===== config.mk =====
export PLATFORM = sky130hd
export DESIGN_NAME = sram_controller
export DESIGN_NICKNAME = d
export VERILOG_FILES = /design/src/rtl/sram_controller.sv
export SDC_FILE = /design/constraint.sdc
export NUM_CORES = 1
export LEC_CHECK = 0
export CAP_MARGIN = 5
export CORE_ASPECT_RATIO = 1.4
export CORE_MARGIN = 5
export CORE_UTILIZATION = 35
export CTS_CLUSTER_DIAMETER = 60
export DETAILED_ROUTE_END_ITERATION = 12
export PLACE_DENSITY = 0.68
export SETUP_SLACK_MARGIN = 0.5
export SLEW_MARGIN = 5
export SYNTH_ARGS = -nofsm -noshare
export SYNTH_HDL_FRONTEND = slang
export SYNTH_SLANG_ARGS = --single-unit

===== constraint.sdc =====
create_clock -name clk -period 2.6 [get_ports clk]
set_clock_uncertainty 0.1 [all_clocks]
set_input_delay 0.52 -clock clk [delete_from_list [all_inputs] [get_ports clk]]
set_output_delay 0.52 -clock clk [all_outputs]
set_load 0.01 [all_outputs]

===== src/rtl/sram_controller.sv =====
// Bridges a 32-bit data-memory request onto a 16-bit asynchronous SRAM as two half-word cycles plus wait padding.
// Optional `SRAM_ACCESS_COUNT_EN adds read_count/write_count completion counters.
module sram_controller #(
    parameter int unsigned BASE_ADDR   = 1024,
    parameter int unsigned WAIT_CYCLES = 3
) (
    input  logic        clk,
    input  logic        rst,
    input  logic        wr_en,
    input  logic        rd_en,
    input  logic [31:0] address,
    input  logic [31:0] write_data,
    output logic [31:0] read_data,
    output logic        ready,
    output logic [17:0] SRAM_ADDR,
    output logic [15:0] SRAM_DQ_OUT,
    output logic        SRAM_DQ_OE,
    input  logic [15:0] SRAM_DQ_IN,
    output logic        SRAM_WE_N,
    output logic        SRAM_UB_N,
    output logic        SRAM_LB_N,
    output logic        SRAM_CE_N,
    output logic        SRAM_OE_N
`ifdef SRAM_ACCESS_COUNT_EN
    ,
    output logic [15:0] read_count,
    output logic [15:0] write_count
`endif
);

    localparam int unsigned CNT_W = (WAIT_CYCLES > 1) ? $clog2(WAIT_CYCLES) : 1;

    localparam logic [2:0] S_IDLE = 3'd0;
    localparam logic [2:0] S_LO   = 3'd1;
    localparam logic [2:0] S_HI   = 3'd2;
    localparam logic [2:0] S_WAIT = 3'd3;
    localparam logic [2:0] S_DONE = 3'd4;

    logic [2:0]       state_q, state_d;
    logic             is_write_q, is_write_d;
    logic [31:0]      wdata_q, wdata_d;
    logic [31:0]      rdata_q, rdata_d;
    logic [CNT_W-1:0] wait_cnt_q, wait_cnt_d;
    logic [17:0]      addr_q, addr_d;
    logic [15:0]      dq_out_q, dq_out_d;
    logic             we_n_q, we_n_d;
    logic             dq_oe_q, dq_oe_d;

    logic [31:0] offset_c;
    logic [17:0] half_base_c;
    logic        unused_offset_c;

    assign offset_c        = address - 32'(BASE_ADDR);
    assign half_base_c     = {offset_c[18:2], 1'b0};
    assign unused_offset_c = ^{offset_c[31:19], offset_c[1:0]};

    assign ready       = (state_q == S_DONE) | ((state_q == S_IDLE) & ~rd_en & ~wr_en);
    assign read_data   = rdata_q;
    assign SRAM_ADDR   = addr_q;
    assign SRAM_DQ_OUT = dq_out_q;
    assign SRAM_DQ_OE  = dq_oe_q;
    assign SRAM_WE_N   = we_n_q;
    assign SRAM_UB_N   = 1'b0;
    assign SRAM_LB_N   = 1'b0;
    assign SRAM_CE_N   = 1'b0;
    assign SRAM_OE_N   = 1'b0;

    // Pin registers are loaded for the state being entered so they are valid throughout LO/HI.
    always_comb begin
        state_d    = state_q;
        is_write_d = is_write_q;
        wdata_d    = wdata_q;
        rdata_d    = rdata_q;
        wait_cnt_d = wait_cnt_q;
        addr_d     = addr_q;
        dq_out_d   = dq_out_q;
        we_n_d     = 1'b1;
        dq_oe_d    = 1'b0;
        case (state_q)
            S_IDLE: begin
                if (rd_en | wr_en) begin
                    state_d    = S_LO;
                    is_write_d = wr_en;
                    wdata_d    = write_data;
                    addr_d     = half_base_c;
                    if (wr_en) begin
                        we_n_d   = 1'b0;
                        dq_oe_d  = 1'b1;
                        dq_out_d = write_data[15:0];
                    end
                end
            end
            S_LO: begin
                state_d = S_HI;
                addr_d  = {addr_q[17:1], 1'b1};
                if (is_write_q) begin
                    we_n_d   = 1'b0;
                    dq_oe_d  = 1'b1;
                    dq_out_d = wdata_q[31:16];
                end else begin
                    rdata_d[15:0] = SRAM_DQ_IN;
                end
            end
            S_HI: begin
                state_d    = S_WAIT;
                wait_cnt_d = CNT_W'(WAIT_CYCLES - 1);
                if (!is_write_q) begin
                    rdata_d[31:16] = SRAM_DQ_IN;
                end
            end
            S_WAIT: begin
                if (wait_cnt_q == '0) begin
                    state_d = S_DONE;
                end else begin
                    wait_cnt_d = wait_cnt_q - CNT_W'(1);
                end
            end
            S_DONE: begin
                state_d = S_IDLE;
            end
            default: begin
                state_d = S_IDLE;
            end
        endcase
    end

    always_ff @(posedge clk) begin
        if (rst) begin
            state_q    <= S_IDLE;
            is_write_q <= 1'b0;
            wdata_q    <= '0;
            rdata_q    <= '0;
            wait_cnt_q <= '0;
            addr_q     <= '0;
            dq_out_q   <= '0;
            we_n_q     <= 1'b1;
            dq_oe_q    <= 1'b0;
        end else begin
            state_q    <= state_d;
            is_write_q <= is_write_d;
            wdata_q    <= wdata_d;
            rdata_q    <= rdata_d;
            wait_cnt_q <= wait_cnt_d;
            addr_q     <= addr_d;
            dq_out_q   <= dq_out_d;
            we_n_q     <= we_n_d;
            dq_oe_q    <= dq_oe_d;
        end
    end

`ifdef SRAM_ACCESS_COUNT_EN
    logic [15:0] read_count_q;
    logic [15:0] write_count_q;

    // Completions are counted once, in the DONE cycle; wrap is natural 16-bit overflow.
    always_ff @(posedge clk) begin
        if (rst) begin
            read_count_q  <= '0;
            write_count_q <= '0;
        end else if (state_q == S_DONE) begin
            if (is_write_q) begin
                write_count_q <= write_count_q + 16'd1;
            end else begin
                read_count_q <= read_count_q + 16'd1;
            end
        end
    end

    assign read_count  = read_count_q;
    assign write_count = write_count_q;
`endif

endmodule


==> metrics.txt, run 1 <==
most frequent cells in the layout clkdlybuf4s50_1 (130), dfxtp_1 (90), a21oi_1 (85), nand2_1 (69), o21ai_0 (46); Max IR drop VDD 0.357 mV; largest net degree at the start of global routing 35; max cap viols 0; wire per inst 15.2 um; DPL Wire Length 7.93 mm; Post-synth EDFFs 0; Remaining Overflow, GRT 0; CP Data Arrival Time 1.40 ns; Worst-Skew Late Latency 0.33 ns; Rows 44; Final Hold Viols 0; io pins 157; initial antenna violation count 0; status finished clean; critical path's largest stage delay 0.51 ns; CTS Buffer Depth 2; Antenna Cells 0; RSZ-0062 raised after global routing no; CP Launch Type input pin; post-route clock period utilization 77.5%; crit-path cells clkdlybuf4s50_1 -> nor2_2 -> o21a_1 -> clkbuf_2; Leak Pwr 1.94 nW; WS Path Type in -> out; Seq/Total Area, Yosys 49.2%; die width 96.4 um; syn_area_per_cell 8.25 sq um; # clock sinks 90; Hold-fix buffers, CTS 0; area share of the largest cell type after synthesis 49.2%; Cell Pwr Density 715 mW/mm^2; GP Congestion 0.768; ys async rst share 0%; Slew Viols, Final 0; largest cells by area after synthesis dfxtp_1 (49%), a21oi_1 (12%), nand2_1 (7.1%), o21ai_0 (6.3%), a211oi_1 (3.9%); H-tree depth 3; count of cell types in the netlist 34; DRC 0; Overall Global Routing Usage 16.7%; Core Box Area 0.0103 sq mm; area grow syn2layout 50.6%; layout cell share with drive strength beyond 1 8.42%; fmax 496 MHz; Netlist Area Pre-Place 0.00366 sq mm; dpl ws -0.0376 ns; Worst path slowest cell clkdlybuf4s50_1; CTS tree yes; Crit path buffers/inverters 2; Worst-path clk slew 0.06 ns; Final #Nets 651; crit path max fanout 2; Worst Setup End Kind output port; YS warnings 0; setup violators final 0; I/O Buffers 137; die height 131 um; most common cell after layout, fill and taps aside clkdlybuf4s50_1; max_slew headroom 52.6%; final worst path period need 2.02 ns; Setup TNS 0 ns; ANT nets after route 0; Worst Tran Pin Value 0.709 ns; Worst Hold Class reg -> reg; Initial Util 35.6%; Fillers 973; vias per inst 5.11; first-pass GRT wire length 16.4 mm; vias 3618; Final WS setup 0.584 ns; CP top delay family buffers and inverters; clk root buf clkbuf_16; clock buffer count from CTS 9; area of the die 0.0126 sq mm; vias in the first global route 3400; count of state elements after synthesis 90; post-synthesis cell count 444; post-synth top area cell dfxtp_1; DR iter-0 viols 117; ys flop type dfxtp_1; CP required 1.98 ns; Post-Route WL 10.8 mm; drt first pass iters 4
==> registers in the layout, summed over array words and instances (netlist names) <==
signal,count
is_write_q,1
SRAM_DQ_OUT,16
SRAM_DQ_OE,1
wdata_q,16
SRAM_ADDR,18
wait_cnt_q,2
read_data,32
SRAM_WE_N,1
state_q,3
==> path summary, 6_finish.rpt <==
kind                               startpoint            end  slack [ns]  cells past startpoint
worst min-delay path            read_data[31]  read_data[31]        0.35                      2
worst max-delay path                    wr_en          ready        0.58                      4
worst min register to register  read_data[31]  read_data[31]        0.35                      2
worst max register to register     is_write_q      SRAM_WE_N        0.62                      3
==> Yosys cell counts, types with 2 or more instances <==
cell and n:
clkbuf_1 36, inv_1 6, a311oi_1 6, nor3_1 2, nand3_1 24, ha_1 2, nand2_1 69, or4_1 3
nand2b_1 2, buf_2 3, nand3b_1 16, dfxtp_1 90, buf_4 4, or4b_2 2, a21oi_1 85, o31ai_1 4
or2_2 4, nor4b_2 2, and2_1 2, nor2_1 5, o21ai_0 46, a211oi_1 19
==> routing by layer <==
metal	global-route usage, %	share of wire [%]	vias to the layer above
li1	-	-	1808
met1	19.2	40	1672
met2	28.8	50	126
met3	5.04	8.3	12
met4	6.11	1.4	0
met5	0	0	-
==> worst register-to-register path: stages, from the launching register on <==
cell     delay, ns
dfxtp_1       0.78
mux2_2        0.52
nand2_1       0.16
or2_2         0.31
==> layout make-up <==
class	count	area (sq um)	share of cell area, %
Tap cell	138	173	3.13
Timing Repair Buffer	151	1470	26.7
Sequential cell	90	1800	32.7
Inverter	6	22.5	0.408
Clock buffer	12	246	4.47
Clock inverter	4	98.8	1.79
Multi-Input combinational cell	307	1700	30.8
==> cells by family after synthesis <==
group / share of synthesized area [%]
compound gates: 24.7
other cells: 0.102
xor+xnor: 0.239
buf+inv: 5.64
fa+ha+maj: 0.683
mux: 0.308
simple gates: 19.1
flops: 49.2
==> where the power goes <==
part | leakage, nW | switching (W) | internal, W
Clock | 0.167 | 0.000504 | 0.000968
Combinational | 1.04 | 0.000421 | 0.000437
Sequential | 0.739 | 0.0000952 | 0.00152
Total | 1.94 | 0.00102 | 0.00292
==> through the flow <==
| step | cell area, sq um | hold WS [ns] | util, % | instances | power [W] |
|---|---|---|---|---|---|
| 3_3_place_gp | 5140 | 0.343 | 49.9 | 691 | 0.00248 |
| 6_report | 5510 | 0.353 | 53.6 | 708 | 0.00394 |
| 2_1_floorplan | 3670 | 0.348 | - | 447 | 0.00206 |
| 4_1_cts | 5510 | 0.354 | 53.5 | 708 | 0.00400 |
| 3_5_place_dp | 5140 | 0.346 | 49.9 | 691 | 0.00250 |
| 5_1_grt | 5510 | 0.379 | 53.6 | 708 | 0.00414 |
==> repair_timing <==
action,in CTS,in global routing
pin swaps,5,1
endpoints found under the setup margin,5,4
gates cloned,0,0
resized for setup,8,5
setup buffers,1,0
endpoints found under the hold margin,0,0
(Power assumes the default switching activity.)
==> run 2, diff against run 1 <==
Settings changed: PLACE_DENSITY 0.68 to 0.71.
Clock period 2.6 ns to 1.68 ns, I/O delays scaled along.
==> metrics.txt, run 2 (synthesis gave the netlist of run 1 again) <==
Worst Setup End Kind register; Rows 44 (unchanged); Max IR drop VDD 0.639 mV (+79%); Core Box Area 0.0103 sq mm (unchanged); Seq pwr share 36.3% (-4.6 points); vias per inst 5.28 (+3.4%); vias 4280 (+18%); CP Data Arrival Time 1.77 ns (+0.37 ns); ANT nets after route 0 (unchanged); HP Start address[10]; Worst Hold Slack 0.190 ns (-0.163 ns); Worst-Skew Late Latency 0.33 ns (about the same); area of the die 0.0126 sq mm (unchanged); Final WS setup 0.0566 ns (-0.527 ns); Slew Viols, Final 0 (unchanged); CTS Buffer Depth 2 (unchanged); fin cells 810 (+14%); DR iter-0 viols 178 (+52%); vias in the first global route 3855 (+13%); wire per inst 19.0 um (+25%); post-route clock period utilization 96.6%; Remaining Overflow, GRT 0 (unchanged); io pins 157 (unchanged); max reg flops 32 (unchanged); Hold-fix buffers, CTS 0 (unchanged); Worst setup startpoint address[14]; most common cell after layout, fill and taps aside buf_6; H-tree depth 3 (unchanged); RSZ-0062 raised after global routing yes; Final #Nets 754 (+16%); combinational power share 35.4% (+14 points); # clock sinks 90 (unchanged); Worst-path clk slew 0.07 ns (about the same); fmax 616 MHz; final worst path period need 1.62 ns; power share of the clock group 28.3% (-9.0 points); Net Sw Power 0.00213 W (+110%); Leak Pwr 2.89 nW (+49%); CP required 1.82 ns (-0.16 ns); CTS tree yes; drt first pass iters 4 (unchanged); max cap viols 0 (unchanged); dpl ws -0.944 ns (-0.906 ns); Antenna Cells 0 (unchanged); most frequent cells in the layout buf_6 (86), buf_4 (74), dfxtp_2 (67), clkdlybuf4s50_1 (58), a21oi_2 (52); layout cell share with drive strength beyond 1 65.5% (+57 points); die height 131 um (unchanged); CP Launch Type input pin; setup violators final 0 (unchanged); area grow syn2layout 105%; clk root buf clkbuf_16; sw frac 30.0% (+4.2 points); Initial Util 35.6% (unchanged); GP Congestion 0.805 (+4.8%); Design Area, Final 0.00751 sq mm (+36%); DRC 0 (unchanged); largest net degree at the start of global routing 37 (+5.7%); Placed Area 0.00553 sq mm (+7.6%); first-pass GRT wire length 19.0 mm (+16%); status finished clean; clock buffer count from CTS 9 (unchanged); initial antenna violation count 0 (unchanged); reg-to-reg startpoint state_q[0]; Overall Global Routing Usage 19.5% (+2.8 points); WS Path Type in -> reg; die width 96.4 um (unchanged); crit path max fanout 2 (unchanged); Final Hold Viols 0 (unchanged); Internal 0.00497 W (+70%); Worst Hold Class in -> reg; I/O Buffers 137 (unchanged); cell total after placement 710 (+2.7%); Post-Route WL 15.4 mm (+42%); Setup TNS 0 ns (unchanged); Cell Pwr Density 945 mW/mm^2 (+32%); DPL Wire Length 8.43 mm (+6.4%)
run 2: cell count changes in the layout (fill, tap and decap cells not counted), sizes merged:
| cell | delta |
|---|---|
| nor2 | +1 |
| clkdlybuf4s15 | +1 |
| clkinvlp | +1 |
| inv | +1 |
| or4b | +2 |
| clkdlybuf4s50 | -72 |
| dlymetal6s2s | -1 |
| buf | +168 |
| bufinv | -2 |
| clkbuf | +3 |
run 2: path summary, 6_finish.rpt:
path / to / slack (ns) / cells after the start
worst max-delay path: SRAM_ADDR[17] / 0.06 / 4
worst min-delay path: SRAM_ADDR[9] / 0.19 / 3
worst max register to register: SRAM_ADDR[17] / 0.09 / 6
worst min register to register: SRAM_ADDR[7] / 0.36 / 2
run 2: cell type report:
| type | count | area [sq um] |
|---|---|---|
| inverter | 6 | 40.0 |
| timing repair buffer | 251 | 2700 |
| clock buffer | 11 | 243 |
| sequential | 90 | 1900 |
| fill | 691 | 2790 |
| clock inverter | 4 | 51.3 |
| multi-input combinational | 310 | 2400 |
| tap | 138 | 173 |
run 2: routing by layer:
| metal | wire, um | vias up | global-route usage (%) | share of wire [%] |
|---|---|---|---|---|
| li1 | - | 2034 | - | - |
| met1 | 5590 | 2066 | 22.0 | 36 |
| met2 | 8400 | 157 | 34.3 | 55 |
| met3 | 1050 | 23 | 5.56 | 6.8 |
| met4 | 318 | 0 | 7.51 | 2.1 |
| met5 | 0 | - | 0 | 0 |
run 2: worst max-delay path: stages:
cell	delay (ns)
clkdlybuf4s15_2	0.20
or4b_4	0.55
or4_4	0.44
a311oi_2	0.24
run 2: power by group through the flow:
stage | sequential, W | clock (W) | combinational [W]
after global placement | 0.00252 | 0 | 0.00153
after global routing | 0.00260 | 0.00212 | 0.00266
after CTS | 0.00254 | 0.00203 | 0.00189
after floorplan | 0.00258 | 0 | 0.000808
final | 0.00258 | 0.00201 | 0.00251
after detailed placement | 0.00253 | 0 | 0.00156
run 2: through the flow:
step | total power, W | util, %
after global placement | 0.00405 | 53.7
after CTS | 0.00646 | 62.0
final | 0.00710 | 72.9
after global routing | 0.00737 | 72.9
after floorplan | 0.00339 | -
after detailed placement | 0.00409 | 53.7
run 2: timing repair:
item / CTS / global route
gates resized for setup: 457 / 179
setup buffers: 24 / 46
hold endpoints to repair: 0 / 0
gates cloned: 7 / 8
setup endpoints to repair: 158 / 159
pin swaps: 16 / 92
==> run 3, diff against run 2 <==
Settings changed: CAP_MARGIN 5 to not set, PLACE_DENSITY 0.71 to 0.68.
Clock period 1.68 ns to 1.62 ns, I/O delays scaled along.
==> metrics.txt, run 3 (synthesis gave the netlist of run 1 again) <==
status finished clean; met1 WL 5.02 mm (-10%); Hold-fix buffers, CTS 0 (unchanged); WL met2 7.21 mm (-14%); Final #Nets 718 (-4.8%); WHS Path Cells 3 (unchanged); combinational power share 31.4% (-4.0 points); I/O Buffers 137 (unchanged); Cell Pwr Density 1030 mW/mm^2 (+8.6%); Worst path slowest cell or4b_4; clock buffer count from CTS 9 (unchanged); CP Data Arrival Time 1.70 ns (-0.07 ns); WL met3 831 um (-21%); largest net degree at the start of global routing 33 (-11%); Internal 0.00516 W (+4.0%); Worst Setup End Kind register; DRC 0 (unchanged); DR iter-0 viols 133 (-25%); most frequent cells in the layout buf_6 (78), dfxtp_2 (72), nand2_1 (61), clkdlybuf4s50_1 (59), a21oi_1 (52); RSZ-0062 raised after global routing yes; Worst-path clk slew 0.06 ns (about the same); FF-to-FF setup slack 0.06 ns (-0.03 ns); CP required 1.73 ns (-0.09 ns); Slew Viols, Final 0 (unchanged); area grow syn2layout 91.1%; crit path max fanout 3 (+1); Remaining Overflow, GRT 0 (unchanged); GP Congestion 0.755 (-6.2%); max reg flops 32 (unchanged); CTS Buffer Depth 2 (unchanged); DPL Wire Length 8.17 mm (-3.1%); initial antenna violation count 0 (unchanged); drt first pass iters 4 (unchanged); CTS tree yes; vias per inst 5.17 (-2.2%); Final Hold Viols 0 (unchanged); die width 96.4 um (unchanged); Design Area, Final 0.00700 sq mm (-6.8%); Worst Hold Slack 0.173 ns (-0.0170 ns); post-route clock period utilization 98.4%; fin cells 775 (-4.3%); Antenna Cells 0 (unchanged); H-tree depth 3 (unchanged); wire per inst 17.2 um (-9.5%); WS Path Type in -> reg; Max IR drop VDD 0.674 mV (+5.5%); Rows 44 (unchanged); area of the die 0.0126 sq mm (unchanged); power share of the clock group 31.6% (+3.3 points); Overall Global Routing Usage 18.5% (-0.98 points); io pins 157 (unchanged); Seq pwr share 37.0% (+0.7 points); critical path's largest stage delay 0.49 ns (-0.06 ns); setup violators final 0 (unchanged); die height 131 um (unchanged); most common cell after layout, fill and taps aside buf_6; first-pass GRT wire length 18.2 mm (-4.5%); sw frac 28.1% (-1.9 points); max cap viols 0 (unchanged); Core Box Area 0.0103 sq mm (unchanged); Initial Util 35.6% (unchanged); cell total after placement 711 (+0.14%); fmax 627 MHz; max layer used met4; layout cell share with drive strength beyond 1 53.5% (-12 points); CP Launch Type input pin; crit-path cells dlygate4sd2_1 -> or4b_4 -> buf_6 -> buf_4 -> o31ai_2 -> a311oi_2; clk root buf clkbuf_16; Leak Pwr 2.68 nW (-7.3%); vias in the first global route 3774 (-2.1%); ANT nets after route 0 (unchanged); vias 4007 (-6.4%); # clock sinks 90 (unchanged); Worst-Skew Late Latency 0.34 ns (about the same); final worst path period need 1.59 ns; worst reg-to-reg path cell count 4 (-2); Worst Hold Class in -> reg; Post-Route WL 13.3 mm (-13%); Net Sw Power 0.00202 W (-5.3%); Placed Area 0.00559 sq mm (+1.1%)
-- run 3: cell types whose count changed in the layout (fill, tap and decap cells not counted), sizes merged --
cell,previous run,this run
dlygate4sd2,2,3
buf,183,146
clkinv,1,2
clkdlybuf4s50,58,59
bufinv,1,2
dlymetal6s2s,2,1
clkdlybuf4s15,1,0
inv,7,6
clkbuf,16,18
clkinvlp,1,0
-- run 3: per-layer routing --
| metal | GRT usage, % | vias to the layer above |
|---|---|---|
| met4 | 6.52 | 0 |
| li1 | - | 1956 |
| met1 | 21.0 | 1897 |
| met3 | 5.27 | 21 |
| met2 | 32.9 | 133 |
| met5 | 0 | - |
-- run 3: stage by stage --
stage               util [%]  power, W  setup WS (ns)  TNS [ns]
floorplan                  -   0.00352         -0.260    -0.346
global placement        54.3   0.00426         -0.915    -16.81
detailed placement      54.3   0.00430         -0.948    -16.91
CTS                     61.6   0.00680        -0.0740    -0.155
global route            68.0   0.00748        -0.0249   -0.0249
finish                  68.0   0.00718         0.0254         0
-- run 3: critical path, delay by kind of cell --
family                 cells  cell delay (ns)
AOI/OAI and AO/OA          2             0.37
buffers and inverters      3             0.51
and+or+nand+nor            1             0.49
-- run 3: repair_timing --
| action | in CTS | in global routing |
|---|---|---|
| resized for setup | 446 | 90 |
| gates cloned | 2 | 8 |
| buffers inserted | 22 | 16 |
| endpoints found under the setup margin | 158 | 158 |
| pin swaps | 13 | 46 |
-- run 3: worst paths after layout --
| kind | startpoint | endpoint |
|---|---|---|
| hold reg to reg | read_data[4] | read_data[4] |
| setup / recovery | address[14] | SRAM_ADDR[17] |
| hold / removal | address[10] | SRAM_ADDR[9] |
| setup reg to reg | state_q[1] | wdata_q[18] |
-- run 3: cell type report --
class,count,area (sq um)
fill,771,3300
timing repair buffer,215,2350
multi-input combinational,310,2200
sequential,90,1900
clock buffer,12,256
tap,138,173
clock inverter,4,73.8
inverter,6,40.0
-- run 3: power by group through the flow --
stage	Sequential (W)	Combinational [W]	Clock, W
global placement	0.00263	0.00164	0
CTS	0.00264	0.00187	0.00229
floorplan	0.00268	0.000843	0
detailed placement	0.00263	0.00166	0
global route	0.00268	0.00241	0.00239
finish	0.00266	0.00225	0.00227
